$ cat src/rtl/fir_sample_feeder.sv
// Sample FIFO that hands one sample per filter frame to the FIR MAC.
// Holds xn steady across a frame, pulses frame_start, flags underrun.
//
// Ports:
//   clk, global_reset     clock, async active-high reset
//   in_data/valid/ready   upstream sample handshake
//   run                   frame counter enable
//   clr_underrun          clears the sticky underrun flag
//   xn                    sample for the current frame
//   frame_start           pulse in the first cycle of a new xn
//   underrun              sticky: a boundary found the FIFO empty
//   level                 FIFO occupancy, 0..DEPTH
module fir_sample_feeder #(
    parameter int DATA_W    = 8,
    parameter int DEPTH     = 8,
    parameter int FRAME_LEN = 5
) (
    input  logic                     clk,
    input  logic                     global_reset,
    input  logic [DATA_W-1:0]        in_data,
    input  logic                     in_valid,
    output logic                     in_ready,
    input  logic                     run,
    input  logic                     clr_underrun,
    output logic [DATA_W-1:0]        xn,
    output logic                     frame_start,
    output logic                     underrun,
    output logic [$clog2(DEPTH):0]   level
);

    localparam int PTR_W = $clog2(DEPTH);
    localparam int LVL_W = PTR_W + 1;
    localparam int CNT_W = $clog2(FRAME_LEN);

    localparam logic [CNT_W-1:0] CNT_LAST = CNT_W'(FRAME_LEN - 1);
    localparam logic [LVL_W-1:0] LVL_FULL = LVL_W'(DEPTH);

    logic [DATA_W-1:0] mem [DEPTH];

    logic [PTR_W-1:0]  wr_ptr_q, wr_ptr_d;
    logic [PTR_W-1:0]  rd_ptr_q, rd_ptr_d;
    logic [LVL_W-1:0]  level_q, level_d;
    logic [CNT_W-1:0]  cnt_q, cnt_d;
    logic [DATA_W-1:0] xn_q, xn_d;
    logic              fs_q, fs_d;
    logic              un_q, un_d;

    logic boundary;
    logic empty;
    logic push;
    logic pop;

    assign in_ready    = (level_q != LVL_FULL);
    assign xn          = xn_q;
    assign frame_start = fs_q;
    assign underrun    = un_q;
    assign level       = level_q;

    assign boundary = run && (cnt_q == CNT_LAST);
    assign empty    = (level_q == '0);
    assign push     = in_valid && in_ready;
    // Pop decides on the pre-edge level, so a push on the same
    // edge into an empty FIFO is never bypassed to xn.
    assign pop      = boundary && !empty;

    always_comb begin
        wr_ptr_d = wr_ptr_q;
        rd_ptr_d = rd_ptr_q;
        level_d  = level_q;
        cnt_d    = cnt_q;
        xn_d     = xn_q;
        fs_d     = 1'b0;
        un_d     = un_q;

        if (push) begin
            wr_ptr_d = wr_ptr_q + PTR_W'(1);
        end

        if (run) begin
            if (cnt_q == CNT_LAST) begin
                cnt_d = '0;
            end else begin
                cnt_d = cnt_q + CNT_W'(1);
            end
        end

        if (clr_underrun) begin
            un_d = 1'b0;
        end

        if (boundary) begin
            fs_d = 1'b1;
            if (pop) begin
                xn_d     = mem[rd_ptr_q];
                rd_ptr_d = rd_ptr_q + PTR_W'(1);
            end else begin
                // Zero-stuff so the filter keeps its frame timing.
                xn_d = '0;
                un_d = 1'b1;
            end
        end

        unique case ({push, pop})
            2'b10:   level_d = level_q + LVL_W'(1);
            2'b01:   level_d = level_q - LVL_W'(1);
            default: level_d = level_q;
        endcase
    end

    always_ff @(posedge clk) begin
        if (push) begin
            mem[wr_ptr_q] <= in_data;
        end
    end

    always_ff @(posedge clk or posedge global_reset) begin
        if (global_reset) begin
            wr_ptr_q <= '0;
            rd_ptr_q <= '0;
            level_q  <= '0;
            cnt_q    <= '0;
            xn_q     <= '0;
            fs_q     <= 1'b0;
            un_q     <= 1'b0;
        end else begin
            wr_ptr_q <= wr_ptr_d;
            rd_ptr_q <= rd_ptr_d;
            level_q  <= level_d;
            cnt_q    <= cnt_d;
            xn_q     <= xn_d;
            fs_q     <= fs_d;
            un_q     <= un_d;
        end
    end

endmodule

$ cat config.mk
export PLATFORM = sky130hd
export DESIGN_NAME = fir_sample_feeder
export DESIGN_NICKNAME = d
export VERILOG_FILES = /design/src/rtl/fir_sample_feeder.sv
export SDC_FILE = /design/constraint.sdc
export NUM_CORES = 1
export LEC_CHECK = 0
export ABC_CLOCK_PERIOD_IN_PS = 2100
export CELL_PAD_IN_SITES_DETAIL_PLACEMENT = 0
export CELL_PAD_IN_SITES_GLOBAL_PLACEMENT = 1
export CORE_ASPECT_RATIO = 1.5
export CORE_MARGIN = 5
export CORE_UTILIZATION = 45
export CTS_BUF_LIST = sky130_fd_sc_hd__clkbuf_4 sky130_fd_sc_hd__clkbuf_8
export DETAILED_ROUTE_END_ITERATION = 7
export GPL_TIMING_DRIVEN = 0
export PLACE_DENSITY_LB_ADDON = 0.12
export SETUP_SLACK_MARGIN = 0.2
export SLEW_MARGIN = 30
export SYNTH_ARGS = -nofsm -noshare
export SYNTH_HDL_FRONTEND = slang
export SYNTH_SLANG_ARGS = --single-unit
$ cat constraint.sdc
create_clock -name clk -period 2.1 [get_ports clk]
set_input_delay 0.42 -clock clk [delete_from_list [all_inputs] [get_ports clk]]
set_output_delay 0.42 -clock clk [all_outputs]
set_load 0.1 [all_outputs]
==> Word level (Yosys, flattened, before mapping) <==
Memories as Yosys holds them, arrays and structs flattened.
Index checks and enable logic that the tools add are counted.
{ "op_classes": {"n_eq_ne": 4, "addsub": 5, "muxes": 9, "n_reduce_logical": 7} }
{ "ops": {"columns": ["operator", "count"], "rows": [
  ["adder 3 x 1 -> 3 bit (second input constant)", 3],
  ["2-to-1 mux 8 bit", 1],
  ["case mux 4 bit (2 select lines)", 1],
  ["2-to-1 mux 1 bit", 6],
  ["adder 4 x 1 -> 4 bit (second input constant)", 1],
  ["zero test 4 bit", 1],
  ["inequality test 4 bit (second input constant)", 1],
  ["subtractor 4 x 1 -> 4 bit (second input constant)", 1],
  ["equality test 3 bit (second input constant)", 1],
  ["logical AND 1 bit", 3],
  ["2-to-1 mux 3 bit", 1],
  ["equality test 2 x 1 -> 1 bit (second input constant)", 1],
  ["equality test 2 bit (second input constant)", 1],
  ["AND reduction 2 bit", 1],
  ["nonzero test 2 bit", 1],
  ["zero test 1 bit", 1]
]} }
{ "totals": {"word_cells": 33, "register_bits": 23, "out_inout_bits": 15, "memories": 1, "ramBits": 64, "inputBits": 13} }
{ "mem_list": {"columns": ["memory", "depth", "word_bits", "read_ports", "rd_ports_with_merged_regs", "write_ports", "line_no", "rtl"], "rows": [
  ["mem", 8, 8, 1, 0, 1, "38", "logic [DATA_W-1:0] mem [DEPTH];"]
]} }

==> Depth between registers and ports, before layout <==
{ "logic_depth": {"word_depth": 5, "mapped_depth": 13, "ltp_nobuf": 13} }

==> Worst setup path after synthesis <==
Ideal clock, no wire load.
{ "synth_path": {"path_type": "reg-to-reg", "start": "register level_q[3] (netlist: level[3])", "end": "register level_q[2] (netlist: level[2])", "path_stages_with_launch": 10, "required_ps": 1935, "arrival_time_ps": 2874, "period_less_slack_ps": 3039, "setup_time_ps": 165, "path_buffers": 0, "slack_ps": -939, "path_cell_list": "dfrtp_1 > or4b_4 > nand2_4 > ha_1 > xor2_1 > ha_1 > a21oi_1 > xor2_1 > nor2_1 > xor2_1"} }
{ "synth_via": {"elab_cells_between_ends": 9} }
{ "synth_rtl": {"columns": ["item", "line_no", "rtl"], "rows": [
  ["start, declared", "42", "logic [LVL_W-1:0] level_q, level_d;"],
  ["start signal, assigned", "128", "level_q <= level_d;"],
  ["inequality test 4 bit (*)", "53", "assign in_ready = (level_q != LVL_FULL);"],
  ["via in_ready", "22", "output logic in_ready,"],
  ["logical AND 1 bit (*)", "61", "assign push = in_valid && in_ready;"],
  ["equality test 2 x 1 -> 1 bit or equality test 2 bit (tied branches)", "103", "unique case ({push, pop})"],
  ["case mux 4 bit (2 select lines) or nonzero test 2 bit (tied branches)", null, null]
]} }
The timed path passes the listed nets; every way through them passes the cells marked *.
A chain may end at the register's enable or synchronous reset.

==> Worst setup path after layout <==
{ "layout_path": {"start": "register level_q[1] (netlist: level[1])", "end": "register level_q[2] (netlist: level[2])"} }
{ "layout_via": {"elab_chain_len": 5, "elab_cells_between_ends": 11} }
{ "layout_lines": {"columns": ["item", "line_no", "rtl"], "rows": [
  ["zero test 4 bit", "60", "assign empty = (level_q == '0);"],
  ["zero test 1 bit", "64", "assign pop = boundary && !empty;"],
  ["logical AND 1 bit", "64", null],
  ["equality test 2 x 1 -> 1 bit or equality test 2 bit (tied branches)", "103", null],
  ["case mux 4 bit (2 select lines) or nonzero test 2 bit (tied branches)", null, null]
]} }
Parallel ways exist; a longest one is shown, timed or not.

==> results.ini <==
[critical_path]
cp.required_ns=2.33
worstSetupPathType=register to register
crit_arrival_ns=2.48
end_kind=register
crit_fanout=3
reg2reg_slack_ns=-0.15
worstRegToRegCells=10
critPathLaunchType=register

[yosys]
synth_area_sq_mm=0.00351
synthArstFlopShare_pct=26.4
yosys_warnings=0
yosysTopAreaCell=edfxtp_1
synth_edf_count=64
synthTopCellsByArea=edfxtp_1, dfrtp_1, mux4_2, ha_1, mux2i_1
netlist_instances=200
synth_flop_cell=edfxtp_1
ys_seq_elements=87
synth.top_cell.area_share_pct=54.7
syn_avg_cell_area_sq_um=17.6
synthesis.nets=220
synth.distinct_cells=34
yosysSeqAreaShare_pct=71.1

[place]
dp_hpwl_mm=4.52
io_buffers=27
pre_cts_ws_ns=-0.605
gp_congestion=0.721

[floorplan]
num_rows=39
initial_core_util_pct=46.2
ios=28
die_x_um=82.2
dieArea_sq_mm=0.00971
die_h_um=118
core_area_sq_mm=0.00761

[sta]
slew_viol_final=0
tightest_slew_ns=0.817
hold_viol=0
fin_crit_sh_pct=107
finalWorstSetupSlack_ns=-0.155
period_needed_ns=2.25
fin_skew_ns=0.00519
relSlewSlack_pct=45.2
fmax_mhz=443
setup_violations=4
grt_setup_unrepaired=true
tns_ns=-0.291

[drt]
routed_wl_mm=6.95
route.detailed.drc=0
ant_nets=0
viasPerCell=5.15
num_vias=1895
initialDrtViolationCount=109
drtPass1Iterations=4
wl_per_cell_um=18.9

[grt]
grt_use_total_pct=15.5
grt_start_max_net_pins=24
first_global_vias=2085
antenna_found_initial=0
grt_pass1_wl_mm=10.8
grt-ovfl-total=0

[pwr]
powerDensity_mw_per_mm2=1460
leakagePower_nw=1.64
ir_drop_mv=0.770

[clock_tree]
cts_made_buffers=9
cts_tree=done
clk_pin_slew_ns=0.08
cts_hold_buf=0
cts_root_buffer=clkbuf_8
clock_latency_ns=0.34
htreeDepth=3
cts_buffer_depth=2
cts.sinks=87

[run]
cap_violations=0

[layout]
layout-drive-gt1-share_pct=41.0
nets=281
antenna_cells=0
area_growth_pct=30.1
fill_cells=604
final_util_pct=60.1

[run_status]
violations=negative setup slack
status=finished, violations left

[min_path]
hp-class=input port to async pin

[flip-flops by register name (all words and copies together), names as in the netlist]
signal	count
xn	8
frame_start	1
wr_ptr_q	3
mem	64
cnt_q	3
rd_ptr_q	3
level	4
underrun	1
[worst paths after layout]
check                                        to                  from
setup / recovery           level[2]$_DFFE_PP0P_  level[1]$_DFFE_PP0P_
hold / removal               underrun$_DFF_PP0_          global_reset
setup reg to reg           level[2]$_DFFE_PP0P_  level[1]$_DFFE_PP0P_
hold reg to reg               xn[2]$_DFFE_PP0P_     xn[2]$_DFFE_PP0P_
max in group asynchronous  level[1]$_DFFE_PP0P_          global_reset
min in group clk           cnt_q[1]$_DFFE_PP0P_                   run
[where the power goes]
group          internal (W)  total [W]  switching (W)
Sequential          0.00226    0.00249       0.000228
Combinational       0.00108    0.00299        0.00191
Clock              0.000670    0.00120       0.000529
Total               0.00401    0.00668        0.00267
[Yosys cell counts, drive strengths merged, types with 2 or more instances]
cell and count:
buf 6, o21ai 12, nor3 3, mux2i 8, xnor2 5, edfxtp 64
mux4 16, inv 6, nor2 7, nand2 21, nand2b 3, nand3 5
mux2 2, dfrtp 23, ha 7, xor2 3
[placed cells by master (no fill, tap or decap), types with 5 or more instances in the layout]
cell type,instances
xnor2_1,5
edfxtp_1,64
clkdlybuf4s15_2,11
nor2_4,6
buf_6,10
buf_4,13
mux4_2,15
o21ai_1,8
clkdlybuf4s50_1,11
dfrtp_1,19
clkbuf_8,11
buf_2,6
mux2i_1,8
nand2_1,19
[layer usage]
metal / vias to the layer above / share of wire, % / routed length (um) / GRT usage, %
li1: 885 / - / - / -
met1: 964 / 37 / 2580 / 17.1
met2: 38 / 58 / 4050 / 28.1
met3: 8 / 3.5 / 241 / 3.65
met4: 0 / 1.2 / 85 / 5.61
met5: - / 0 / 0 / 0
[repair_timing]
item,in CTS,in global routing
setup endpoints to repair,39,68
gates cloned,0,0
pin swaps,15,12
setup buffers,10,13
resized for setup,64,24
hold endpoints to repair,0,0
[worst max-delay path: stages, from the launching register on]
cell and delay [ns]:
dfrtp_4 0.49, or4_4 0.58, nand2_4 0.10, inv_6 0.04, ha_4 0.16, xor2_2 0.14
ha_2 0.17, a21oi_2 0.11, xor2_1 0.15, nor2_1 0.07, xor2_1 0.14
[stage by stage]
stage	instances	total power [W]	hold WS [ns]	area, sq um
finish	368	0.00668	0.440	4570
global route	368	0.00702	0.479	4570
CTS	355	0.00656	0.503	4360
detailed placement	329	0.00526	0.484	4000
global placement	329	0.00515	0.473	4000
floorplan	200	0.00457	0.422	3600
[logic make-up after synthesis]
| group | Yosys count | share of synthesized area (%) |
|---|---|---|
| AO/OA/AOI/OAI | 15 | 2.28 |
| flip-flops | 87 | 71.1 |
| buffers and inverters | 12 | 2.28 |
| multiplexers | 26 | 13.3 |
| XOR/XNOR | 8 | 1.99 |
| adder cells (fa/ha/maj) | 7 | 2.49 |
| AND/OR/NAND/NOR | 45 | 6.62 |
[area by class of cell]
type,count,area (sq um),area share [%]
multi-input combinational,101,1130,24.7
clock buffer,15,181,3.97
tap,102,128,2.79
timing repair buffer,50,509,11.1
sequential,87,2510,54.9
inverter,6,27.5,0.602
clock inverter,1,30.0,0.657
buffer,6,57.6,1.26
(Power assumes the default switching activity.)
==> variant 1 (config.mk and constraints unchanged) <==
Put one more register stage on the output `level`, cleared by the reset. The value now appears one clock later. The other outputs are not delayed to match.
--- a/src/rtl/fir_sample_feeder.sv
+++ b/src/rtl/fir_sample_feeder.sv
@@ -55,5 +55,11 @@
     assign frame_start = fs_q;
     assign underrun    = un_q;
-    assign level       = level_q;
+    always_ff @(posedge clk or posedge global_reset) begin
+        if (global_reset) begin
+            level <= '0;
+        end else begin
+            level <= level_q;
+        end
+    end
 
     assign boundary = run && (cnt_q == CNT_LAST);
Behaviour: not the same (Yosys sat finds a counterexample within 4 cycles, from zero or initial values and one cycle with global_reset high).
==> variant 1 against the unedited design <==
  * The flow still finishes with violations (negative setup slack)
  * Core utilization shrank 2.9 points
  * Worst setup slack gained 0.091 ns
  * Synthesized area grew 3.4%
  * Sequential cell count grew 4
  * Sequential power grew 4%
  * Power shrank 1.2%
  * Hold slack lost 0.020 ns
  * Non-clock buffer count shrank 6
  * Clock power shrank 5%
  * Wire length shrank 2.9%
  * Final area shrank 0.49%
  * Largest cell class unchanged
==> variant 1: results (changes against the unedited design) <==
| Metric | Value |
|---|---|
| Area of the multi-input gates | `0.001086 mm2 (-3.7%)` |
| Yosys cell types | `32 (-5.9%)` |
| NumNets Final | `279 (-0.71%)` |
| Sequential cell area share | `57.16% (+2.2 points)` |
| Worst VDD drop | `0.0008059 V (+4.7%)` |
| Xor and xnor area share after synthesis | `1.928% (-0.065 points)` |
| Top cells by area, synth | `edfxtp_1, dfrtp_1, mux4_2` |
| Die area | `0.01001 mm2 (+3.0%)` |
| Largest net degree at the start of global routing | `28 (+17%)` |
| Max_slew headroom | `61.90% (+17 points)` |
| Post-synthesis mux area share | `13.46% (+0.19 points)` |
| Gr usage total | `14.52% (-1.0 points)` |
| M3 GR Usage | `3.503% (-0.15 points)` |
| Vias | `1,887 (-0.42%)` |
| NonClk Buf Share | `11.38% (-1.0 points)` |
| Commonest cells in the netlist | `edfxtp_1, dfrtp_1, nand2_1` |
| Seq group | `2.60 mW (+4%)` |
| Failing checks | `negative setup slack` |
| GPL Wtd Cong | `0.6667 (-7.6%)` |
| Clk_lat worst skew | `0.36 ns (+0.02 ns)` |
| Share of cells above drive strength 1 | `33.84% (-7.1 points)` |
| Outcome | `complete, but fails checks` |
| DRT Wirelength | `6754 um (-2.9%)` |
| Clk network pwr share | `17.3% (-0.7 points)` |
| Place WS | `-0.5340 ns (+0.07109 ns)` |
| Worst-path fanout max | `4 (+1)` |
| Pint | `3.941 mW (-1.7%)` |
| Final Worst Setup Slack | `-0.06443 ns (+0.09055 ns)` |
| Async set or reset register ratio after synthesis | `29.67% (+3.2 points)` |
| # setup viols final | `2 (-2)` |
-- variant 1: cell count changes after synthesis, moves of 2 or more --
cell / before / now
mux4_2: 15 / 9
mux4_1: 1 / 7
o21ai_0: 4 / 6
dfrtp_1: 23 / 27
-- variant 1: worst paths after layout --
check,cells past startpoint,slack (ns),endpoint,startpoint
min reg2reg,0,0.45,level[2]$_DFF_PP0_,level_q[2]$_DFFE_PP0P_
max reg2reg,10,-0.06,level_q[2]$_DFFE_PP0P_,level_q[2]$_DFFE_PP0P_
min in group clk,2,0.44,cnt_q[0]$_DFFE_PP0P_,run
min,2,0.42,cnt_q[2]$_DFFE_PP0P_,global_reset
max,10,-0.06,level_q[2]$_DFFE_PP0P_,level_q[2]$_DFFE_PP0P_
max in group asynchronous,2,1.25,level_q[2]$_DFFE_PP0P_,global_reset
-- variant 1: timing repair --
action,CTS,global route
buffers inserted,9,8
cloned,0,0
pin swaps,10,10
gates resized for setup,69,9
hold buffers,0,0
setup endpoints to repair,74,26
hold endpoints to repair,0,0
==> variant 2 (config.mk and constraints unchanged) <==
Without the edit above. Change the parameter `FRAME_LEN` from 5 to 6.
--- a/src/rtl/fir_sample_feeder.sv
+++ b/src/rtl/fir_sample_feeder.sv
@@ -14,5 +14,5 @@
     parameter int DATA_W    = 8,
     parameter int DEPTH     = 8,
-    parameter int FRAME_LEN = 5
+    parameter int FRAME_LEN = 6
 ) (
     input  logic                     clk,
Behaviour: not the same (Yosys sat finds a counterexample within 10 cycles, from zero or initial values and one cycle with global_reset high).
==> variant 2 against the unedited design <==
  * The flow still finishes with violations (negative setup slack)
  * Worst setup slack lost 0.039 ns
  * Sequential share of layout area is 1.8 points higher
  * Wire length is 3.0% lower
  * Via count shrank 3.5%
  * Final area fell by 3.1%
  * Sequential cell count unchanged
  * Power fell by 5.0%
  * Synthesized area decreased by 1.8%
  * Die area fell by 1.6%
  * Highest routed layer unchanged
==> variant 2: results (changes against the unedited design) <==
| Metric | Value |
|---|---|
| Post-DP HPWL | `4370 um (-3.4%)` |
| Final Worst Setup Slack | `-0.1942 ns (-0.03926 ns)` |
| # setup viols final | `4 (unchanged)` |
| M3 GR Usage | `3.369% (-0.28 points)` |
| Total Negative Setup Slacks | `-0.4296 ns (-0.1391 ns)` |
| CP startpoint | `level[3]$_DFFE_PP0P_` |
| WHS | `0.4850 ns (+0.04466 ns)` |
| Clk tree area frac | `4.574% (-0.050 points)` |
| R2R Setup Slk | `-0.19 ns (-0.04 ns)` |
| Worst Hold Class | `reg -> reg` |
| Vias in the first global route | `1,980 (-5.0%)` |
| WL met3 | `252 um (+4.6%)` |
| Failing checks | `negative setup slack` |
| Met1 usage | `17.57% (+0.51 points)` |
| Number of fill cells in the layout | `597 (-1.2%)` |
| Initial DRC count | `70 (-36%)` |
| Inverters | `4 (-2)` |
| Yosys cell types | `32 (-5.9%)` |
| WL per Instance | `19.11 um (+1.1%)` |
| Die Wd | `81.50 um (-0.80%)` |
| GPL Wtd Cong | `0.7445 (+3.2%)` |
| Seq/Total Area, Yosys | `72.37% (+1.3 points)` |
| Met2 wire len | `3705 um (-8.4%)` |
| Fraction of area in multi-input gates | `23.83% (-0.82 points)` |
| NumNets Final | `264 (-6.0%)` |
| Skew final | `0.008876 ns (+0.003685 ns)` |
| P_sw | `2.553 mW (-4.3%)` |
| M2 GR Usage | `27.69% (-0.44 points)` |
| Gr usage total | `15.66% (+0.15 points)` |
| NonClk Buf Share | `11.58% (-0.82 points)` |
| Outcome | `complete, but fails checks` |
| Non-clock buffers | `49 (-13%)` |
| Top cells by area, synth | `edfxtp_1, dfrtp_1, mux4_2` |
==> variant 2: kinds of logic (layout without fill, tap and decap cells) <==
family	Yosys count	after routing	synth area share [%]
flip-flops	87	87	72.37
AND/OR/NAND/NOR	41	41	6.236
multiplexers	28	28	14.18
AO/OA/AOI/OAI	12	12	1.885
XOR/XNOR	9	9	2.284
buffers and inverters	9	69	1.232
adder cells (fa/ha/maj)	5	5	1.813
==> variant 2: critical path, stage by stage, from the launching register on <==
cell	delay, ns
dfrtp_4	0.48
or4_4	0.57
nand2_4	0.11
inv_6	0.04
ha_4	0.16
xor2_1	0.14
ha_2	0.17
a21oi_2	0.12
xor2_1	0.18
nor2_1	0.08
xor2_1	0.14
==> variant 2: power groups by stage <==
stage	clock (mW)	combinational (mW)	sequential, mW
final	1.17	2.68	2.50
after detailed placement	0	2.45	2.56
after global placement	0	2.40	2.52
after floorplan	0	1.03	3.37
after CTS	1.19	2.61	2.49
after global routing	1.27	2.84	2.54
==> variant 2: what timing repair did <==
| item | CTS | global route |
|---|---|---|
| pin swaps | 12 | 10 |
| resized for setup | 57 | 12 |
| endpoints found under the setup margin | 46 | 64 |
| hold buffers | 0 | 0 |
| setup buffers | 13 | 4 |
| hold endpoints to repair | 0 | 0 |
==> variant 2: per-stage QoR <==
stage / setup slack, ns / utilization, % / cells / total power, mW
floorplan: -0.4497 / - / 191 / 4.393
global placement: -0.7969 / 52.18 / 320 / 4.921
detailed placement: -0.8780 / 52.18 / 320 / 5.010
CTS: -0.2200 / 56.99 / 349 / 6.289
global route: -0.2303 / 58.59 / 353 / 6.662
finish: -0.1942 / 58.59 / 353 / 6.345
